<file path="src/rtl/clock_manager.sv">
// Clock-domain supervisor: debounces PLL lock, sequences staggered per-channel
// resets and generates programmable per-channel clock-enable strobes.
//
// state     | meaning
// WAIT_LOCK | all channels held in reset, waiting for synced lock
// STABLE    | counting consecutive synced-lock cycles
// RELEASE   | locked, releasing channel resets one stagger apart
// RUN       | all channels released, steady state
module clock_manager #(
  parameter int NUM_CH      = 4,
  parameter int DIV_W       = 16,
  parameter int LOCK_CNT    = 1024,
  parameter int RST_STAGGER = 16
) (
  input  logic                    i_sys_clk,
  input  logic                    i_rst,
  input  logic                    i_pll_lock,
  input  logic [NUM_CH*DIV_W-1:0] i_div,
  input  logic                    i_div_load,
  output logic                    o_locked,
  output logic [NUM_CH-1:0]       o_rst,
  output logic [NUM_CH-1:0]       o_ce,
  output logic [7:0]              o_lock_loss_cnt
);

  localparam int CH_W = (NUM_CH > 1) ? $clog2(NUM_CH) : 1;
  localparam int LC_W = (LOCK_CNT > 1) ? $clog2(LOCK_CNT) : 1;
  localparam int ST_W = (RST_STAGGER > 1) ? $clog2(RST_STAGGER) : 1;

  typedef enum logic [1:0] {WAIT_LOCK, STABLE, RELEASE, RUN} state_t;

  state_t            state;
  logic              lock_s1;
  logic              lock_s;
  logic [LC_W-1:0]   lock_cnt;
  logic [ST_W-1:0]   stag_cnt;
  logic [CH_W-1:0]   next_ch;
  logic              loss;
  logic              rel_first;
  logic              rel_next;
  logic [NUM_CH-1:0] rst_nxt;

  logic [NUM_CH-1:0][DIV_W-1:0] div_act;
  logic [NUM_CH-1:0][DIV_W-1:0] div_pend;
  logic [NUM_CH-1:0][DIV_W-1:0] div_cnt;
  logic [NUM_CH-1:0][DIV_W-1:0] div_eff;
  logic [NUM_CH-1:0]            load_pend;
  logic [NUM_CH-1:0]            take;

  always_ff @(posedge i_sys_clk or posedge i_rst) begin
    if (i_rst) begin
      lock_s1 <= 1'b0;
      lock_s  <= 1'b0;
    end else begin
      lock_s1 <= i_pll_lock;
      lock_s  <= lock_s1;
    end
  end

  assign loss      = !lock_s && (state == RELEASE || state == RUN);
  assign rel_first = lock_s && (state == STABLE) && (lock_cnt == '0);
  assign rel_next  = lock_s && (state == RELEASE) && (stag_cnt == '0);

  // Next reset vector is shared with the dividers so strobes align with release.
  always_comb begin
    rst_nxt = o_rst;
    if (loss)
      rst_nxt = '1;
    else if (rel_first)
      rst_nxt[0] = 1'b0;
    else if (rel_next)
      rst_nxt[next_ch] = 1'b0;
  end

  always_ff @(posedge i_sys_clk or posedge i_rst) begin
    if (i_rst) begin
      state           <= WAIT_LOCK;
      lock_cnt        <= '0;
      stag_cnt        <= '0;
      next_ch         <= '0;
      o_locked        <= 1'b0;
      o_rst           <= '1;
      o_lock_loss_cnt <= '0;
    end else begin
      o_rst <= rst_nxt;
      if (loss) begin
        state    <= WAIT_LOCK;
        o_locked <= 1'b0;
        stag_cnt <= '0;
        next_ch  <= '0;
        lock_cnt <= '0;
        if (o_lock_loss_cnt != 8'hFF)
          o_lock_loss_cnt <= o_lock_loss_cnt + 8'd1;
      end else begin
        case (state)
          WAIT_LOCK: begin
            if (lock_s) begin
              state    <= STABLE;
              lock_cnt <= LC_W'(LOCK_CNT - 1);
            end
          end
          STABLE: begin
            if (!lock_s) begin
              state    <= WAIT_LOCK;
              lock_cnt <= '0;
            end else if (lock_cnt == '0) begin
              state    <= (NUM_CH == 1) ? RUN : RELEASE;
              o_locked <= 1'b1;
              stag_cnt <= ST_W'(RST_STAGGER - 1);
              next_ch  <= CH_W'(1);
            end else begin
              lock_cnt <= lock_cnt - LC_W'(1);
            end
          end
          RELEASE: begin
            if (stag_cnt == '0) begin
              stag_cnt <= ST_W'(RST_STAGGER - 1);
              if (next_ch == CH_W'(NUM_CH - 1))
                state <= RUN;
              else
                next_ch <= next_ch + CH_W'(1);
            end else begin
              stag_cnt <= stag_cnt - ST_W'(1);
            end
          end
          RUN: begin
          end
          default: state <= WAIT_LOCK;
        endcase
      end
    end
  end

  // A channel adopts a new ratio while in reset or in the cycle its strobe is high;
  // a load arriving in that same cycle wins over an older pending value.
  always_comb begin
    for (int k = 0; k < NUM_CH; k++) begin
      take[k]    = o_rst[k] | o_ce[k];
      div_eff[k] = div_act[k];
      if (take[k]) begin
        if (i_div_load)
          div_eff[k] = i_div[k*DIV_W +: DIV_W];
        else if (load_pend[k])
          div_eff[k] = div_pend[k];
      end
    end
  end

  always_ff @(posedge i_sys_clk or posedge i_rst) begin
    if (i_rst) begin
      div_act   <= '0;
      div_pend  <= '0;
      div_cnt   <= '0;
      load_pend <= '0;
      o_ce      <= '0;
    end else begin
      for (int k = 0; k < NUM_CH; k++) begin
        div_act[k] <= div_eff[k];
        if (i_div_load) begin
          div_pend[k]  <= i_div[k*DIV_W +: DIV_W];
          load_pend[k] <= !take[k];
        end else if (take[k]) begin
          load_pend[k] <= 1'b0;
        end

        if (rst_nxt[k]) begin
          div_cnt[k] <= '0;
          o_ce[k]    <= 1'b0;
        end else if (div_eff[k] <= DIV_W'(1)) begin
          div_cnt[k] <= '0;
          o_ce[k]    <= 1'b1;
        end else if (o_rst[k]) begin
          div_cnt[k] <= '0;
          o_ce[k]    <= 1'b0;
        end else if (div_cnt[k] == div_eff[k] - DIV_W'(1)) begin
          div_cnt[k] <= '0;
          o_ce[k]    <= 1'b1;
        end else begin
          div_cnt[k] <= div_cnt[k] + DIV_W'(1);
          o_ce[k]    <= 1'b0;
        end
      end
    end
  end

endmodule

</file>
<file path="config.mk">
export PLATFORM = sky130hd
export DESIGN_NAME = clock_manager
export DESIGN_NICKNAME = d
export VERILOG_FILES = /design/src/rtl/clock_manager.sv
export SDC_FILE = /design/constraint.sdc
export NUM_CORES = 1
export LEC_CHECK = 0
export BUFFER_PORTS_ARGS = -buffer_cell sky130_fd_sc_hd__buf_2
export CAP_MARGIN = 0
export CORE_MARGIN = 2
export CORE_UTILIZATION = 57
export CTS_CLUSTER_DIAMETER = 50
export DETAILED_ROUTE_END_ITERATION = 10
export PLACE_DENSITY_LB_ADDON = 0.3
export SLEW_MARGIN = 5
export SYNTH_ARGS = -nofsm -noshare
export SYNTH_HDL_FRONTEND = slang
export SYNTH_SLANG_ARGS = --single-unit
</file>
<file path="constraint.sdc">
create_clock -name i_sys_clk -period 7.7 [get_ports i_sys_clk]
set_input_delay 0.77 -clock i_sys_clk [delete_from_list [all_inputs] [get_ports i_sys_clk]]
set_output_delay 0.77 -clock i_sys_clk [all_outputs]
set_load 0.005 [all_outputs]
</file>
After elaboration in Yosys (flattened, before gate mapping):

Cells that the tools add are included.
W data, S select, Z words.

* register bits: 233
* output and inout port bits: 17
* logic and storage cells: 183

* $add $sub $neg: 12
* $lt $le $gt $ge: 6
* eq/ne operators: 17
* mux-type cells: 85
* bitwise gates (word level): 6
* reduce and logical (&&, ||, !) cells: 31

Operators by type and width (count)
* $mux W16: 28
* $add A16 B1 Y16 const B: 4
* $eq A16 B16 Y1: 4
* $le A16 B1 Y1 const B: 4
* $sub A16 B1 Y16 const B: 4
* $mux W10: 4
* $mux W1: 30
* $mux W4: 6
* $mux W2: 11
* $pmux W10 S2: 1
* $reduce_bool A2 Y1: 7
* $logic_not A10 Y1: 1
* $reduce_and A5 Y1: 2
* $sub A10 B1 Y10 const B: 1
* $ne A3 B2 Y1 const B: 3
* $ne A3 B3 Y1 const B: 3
* $reduce_and A3 Y1: 3
* $add A8 B1 Y8 const B: 1
* $ne A8 B8 Y1 const B: 1
* $pmux W4 S2: 1
* $eq A2 B2 Y1 const B: 3
* $logic_and A1 B1 Y1: 6
* $pmux W2 S3: 1
* $reduce_bool A3 Y1: 2
* other kinds (19): 26

Depth between registers and ports, before layout:

* word-level depth: 10
* mapped depth: 19
* gate-level depth less buffers: 14

Worst setup path before layout:

Ideal clock, no wire load.

* path type: in2reg
* start point: input i_div_load
* end point: register div_cnt[56] in the netlist's numbering
* arrival: 4093 ps
* slack: 3489 ps
* stages: 19
* path buffers: 7
* cells stage by stage: buf_6 > buf_6 > buf_6 > buf_6 > buf_6 > buf_2 > mux2i_1 > inv_1 > a21boi_0 > ha_1 > inv_1 > a21oi_4 > xnor2_1 > a31oi_1 > or4b_1 > a221o_1 > nand3_2 > buf_4 > nor2_1

* word-level cells in the longest chain between the ends: 8

RTL lines
* start: declaration: RTL line 19 `input logic i_div_load,`
* $mux W16 *: RTL line 141 `if (i_div_load)`
* $mux W16 *: RTL line 140 `if (take[k]) begin`
* $sub A16 B1 Y16: RTL line 175 `end else if (div_cnt[k] == div_eff[k] - DIV_W'(1)) begin`
* $eq A16 B16 Y1: RTL line 175
* $mux W16: RTL line 175
* $mux W16: RTL line 172 `end else if (o_rst[k]) begin`
* $mux W16 *: RTL line 169 `end else if (div_eff[k] <= DIV_W'(1)) begin`
* $mux W16 *: RTL line 166 `if (rst_nxt[k]) begin`
* end signal: indexed assignment: RTL line 179 `div_cnt[k] <= div_cnt[k] + DIV_W'(1);`
* end: declaration: RTL line 45 `logic [NUM_CH-1:0][DIV_W-1:0] div_cnt;`

Mark *: on every way between the ends. The rest lies on a longest branch, timed or not.
A chain may end at the register's enable or synchronous reset.

Final worst setup path:

* start point: input i_div_load
* end point: register div_cnt[38] in the netlist's numbering

Same word-level chain as after synthesis.

==> reports/qor.csv <==
stage;metric;value;unit
global_routing;GR peak layer;met2;
global_routing;initial antenna violation count;0;
power;Switching Share;35.0;%
timing;actual slew at the worst max-slew pin;1040;ps
power;switching power;0.00148;W
power;internal power;0.00275;W
die;Initial Utilization;58.0;%
place;DP Area;0.0137;sq mm
final_layout;fin area;0.0145;sq mm
die;Die Y;156;microns
drt;drt total wl;28.6;mm
cts;later-pin clock latency in the skew report;530;ps
timing;skew final;8.29;ps
power;Cell Pwr Density;291;mW/mm^2
die;I/O pin count;85;
yosys;Post-synth ARST share;100;%
final_layout;Nets;1498;
yosys;EDFF count, synth;0;
global_routing;largest net degree at the start of global routing;112;
yosys;Synth Instances;1335;
drt;DR DRC count;0;
global_routing;number of global-route vias before repair;9685;
setup_path;Worst setup EP type;flip-flop;
power;combinational power share;31.6;%
global_routing;met2 Usage GRT;38.0;%
setup_path;critical path peak fanout;55;
global_routing;met3 GRT Util;3.39;%
global_routing;first-pass GRT wire length;47.5;mm
drt;WL per Instance;16.7;microns
global_routing;Total GRT Usage;23.7;%
place;DP Wirelength;20.3;mm
final_layout;most common library cell in the layout ignoring fill and taps;dfrtp_1;
cts;setup bufs post-CTS;0;
power;Clock Power Share;29.7;%
drt;via density per instance;5.82;
final_layout;area grow syn2layout;10.6;%
yosys;Synthesis Warnings;0;
drt;ANT nets after route;0;
die;Die ar.;0.0243;sq mm
timing;FMAX;217;MHz
cts;CTS Hold Bufs;0;
place;port bufs;84;
timing;Final Hold Vio Count;0;
yosys;syn nets;1427;
setup_path;Data required, critical path;8080;ps
yosys;Mapped Area;0.0131;sq mm
worst_hold_path;hold crit path type;input pin to flip-flop;
timing;Tmin final;4610;ps
place;routability congestion estimate;0.901;
yosys;Netlist cell types;92;
setup_path;Arrival @ worst endpoint;4990;ps
power;Reg power frac;38.7;%
setup_path;CP Launch Type;input pin;
power;static leakage;6.35;nW
cts;H-Tree Depth;1;
cts;Post-CTS Resized;0;
cts;cts bufs inserted;28;
job;Max Cap Violations;0;
timing;Final Setup Violations;0;
global_routing;met1 usage;34.3;%
timing;setup_tns;0;ps
timing;unrepaired setup endpoints after global routing;false;
die;Rows;55;
die;core area;0.0226;sq mm
yosys;post-synthesis sequential area ratio;44.4;%
cts;clock net sink count;233;
cts;Worst-path clk slew;60;ps
final_layout;Antenna diodes;0;
die;Die Span X;156;microns
cts;Bufs on Longest Clock Path;3;
final_layout;commonest non-fill, non-tap cells in the layout;229 x dfrtp_1, 138 x nor2_1, 99 x nand2_1;
timing;Max-slew headroom;30.4;%
timing;worst setup slack after layout;3090;ps
cts;CTS tree;yes;
cts;clock root cell;clkbuf_16;
yosys;syn avg cell area;9.84;sq um
drt;Detailed Routing Iterations Pass 1;5;
final_layout;layout cells sized above 1;15.6;%
outcome;status;finished, final reports clean;
drt;First DRT Iteration DRCs;570;
power;Max IR drop VDD;0.000245;V
timing;Slew Limit Fails;0;
global_routing;GR Overflow Total;0;
yosys;FF+latch count, synth;233;
timing;final worst-path cycle share;59.9;%
power;Power, Total;0.00423;W
drt;Via Count;9948;
final_layout;final core area utilization;64.2;%
yosys;predominant post-synthesis flop cell;dfrtp_1;
place;Place WS;2620;ps
setup_path;CP Class;input pin to flip-flop;
[worst max-delay path, stage by stage]
cell and delay [ps]:
buf_4 540, buf_4 470, o22ai_2 330, a21oi_1 330, ha_1 300, o21ai_0 120
a211oi_1 290, o21a_1 320, xnor2_1 160, a31oi_1 100, nor4_1 300, o211ai_1 170
o211ai_2 580, nor2_1 130
[flip-flops by register name (all words and copies together), names as in the netlist]
name and flops:
o_locked 1, next_ch 2, lock_cnt 10, o_lock_loss_cnt 8, stag_cnt 4, load_pend 4
div_act 64, div_pend 64, o_rst 4, div_cnt 64, lock_s1 1, state 2
lock_s 1, o_ce 4
[cell usage after synthesis, types with 13 or more instances]
| cell | number | share of area (%) |
|---|---|---|
| nor2_1 | 138 | 3.9 |
| xor2_1 | 71 | 4.7 |
| and3_1 | 20 | 0.95 |
| ha_1 | 24 | 2.3 |
| a21oi_1 | 42 | 1.6 |
| nor3_1 | 35 | 1.3 |
| nand4_1 | 19 | 0.90 |
| buf_6 | 14 | 1.2 |
| inv_1 | 81 | 2.3 |
| or3_1 | 19 | 0.90 |
| nand2_1 | 99 | 2.8 |
| dfrtp_1 | 229 | 44 |
| clkbuf_1 | 17 | 0.49 |
| a31oi_1 | 13 | 0.62 |
| xnor2_1 | 82 | 5.5 |
| nor4_1 | 14 | 0.67 |
| mux2_2 | 53 | 4.5 |
| nor3b_1 | 14 | 0.80 |
| nand3_1 | 50 | 1.9 |
| o21ai_0 | 44 | 1.7 |
| mux2i_1 | 43 | 3.3 |
[through the flow]
step           instances  hold WS, ps
2_1_floorplan       1335          331
3_3_place_gp        1661          334
3_5_place_dp        1661          335
4_1_cts             1710          323
5_1_grt             1710          320
6_report            1710          338
[area by class of cell]
type                            instances  area (sq um)
Fill cell                            1845          8100
Multi-Input combinational cell        973          6690
Sequential cell                       233          5840
Clock buffer                           40           797
Timing Repair Buffer                   89           460
Tap cell                              285           357
Inverter                               81           312
Clock inverter                          9          82.6
[power groups by stage]
stage | clock [W] | combinational, W | sequential [W]
3_5_place_dp | 0 | 0.00132 | 0.00165
5_1_grt | 0.00133 | 0.00149 | 0.00167
6_report | 0.00126 | 0.00133 | 0.00164
3_3_place_gp | 0 | 0.00128 | 0.00164
4_1_cts | 0.00128 | 0.00134 | 0.00163
2_1_floorplan | 0 | 0.00108 | 0.00160
[cells by family (layout without fill, tap and decap cells)]
family / count (synthesis) / in the layout / share of synthesized area, %
AO/OA/AOI/OAI: 219 / 219 / 11.7
AND/OR/NAND/NOR: 476 / 476 / 18.1
XOR/XNOR: 156 / 156 / 10.7
adder cells (fa/ha/maj): 24 / 24 / 2.29
flip-flops: 233 / 233 / 44.4
buffers and inverters: 129 / 219 / 4.67
multiplexers: 98 / 98 / 8.07
[routing by layer]
metal	vias to the layer above	part of all wire [%]
li1	4846	-
met1	4845	47
met2	219	46
met3	38	5.0
met4	0	1.6
met5	-	0
[worst paths after layout]
check                                 from            to  slack [ps]  cells after the start
worst max-delay path            i_div_load   div_cnt[38]        3090                     14
worst min-delay path            i_pll_lock       lock_s1         340                      1
worst max register to register    o_rst[3]   div_cnt[61]        3600                     11
worst min register to register     lock_s1        lock_s         350                      0
max in group asynchronous            i_rst   div_cnt[12]        5980                      3
min in group asynchronous            i_rst  div_pend[19]         380                      2
Note: power is estimated with default switching activity, not from simulation.
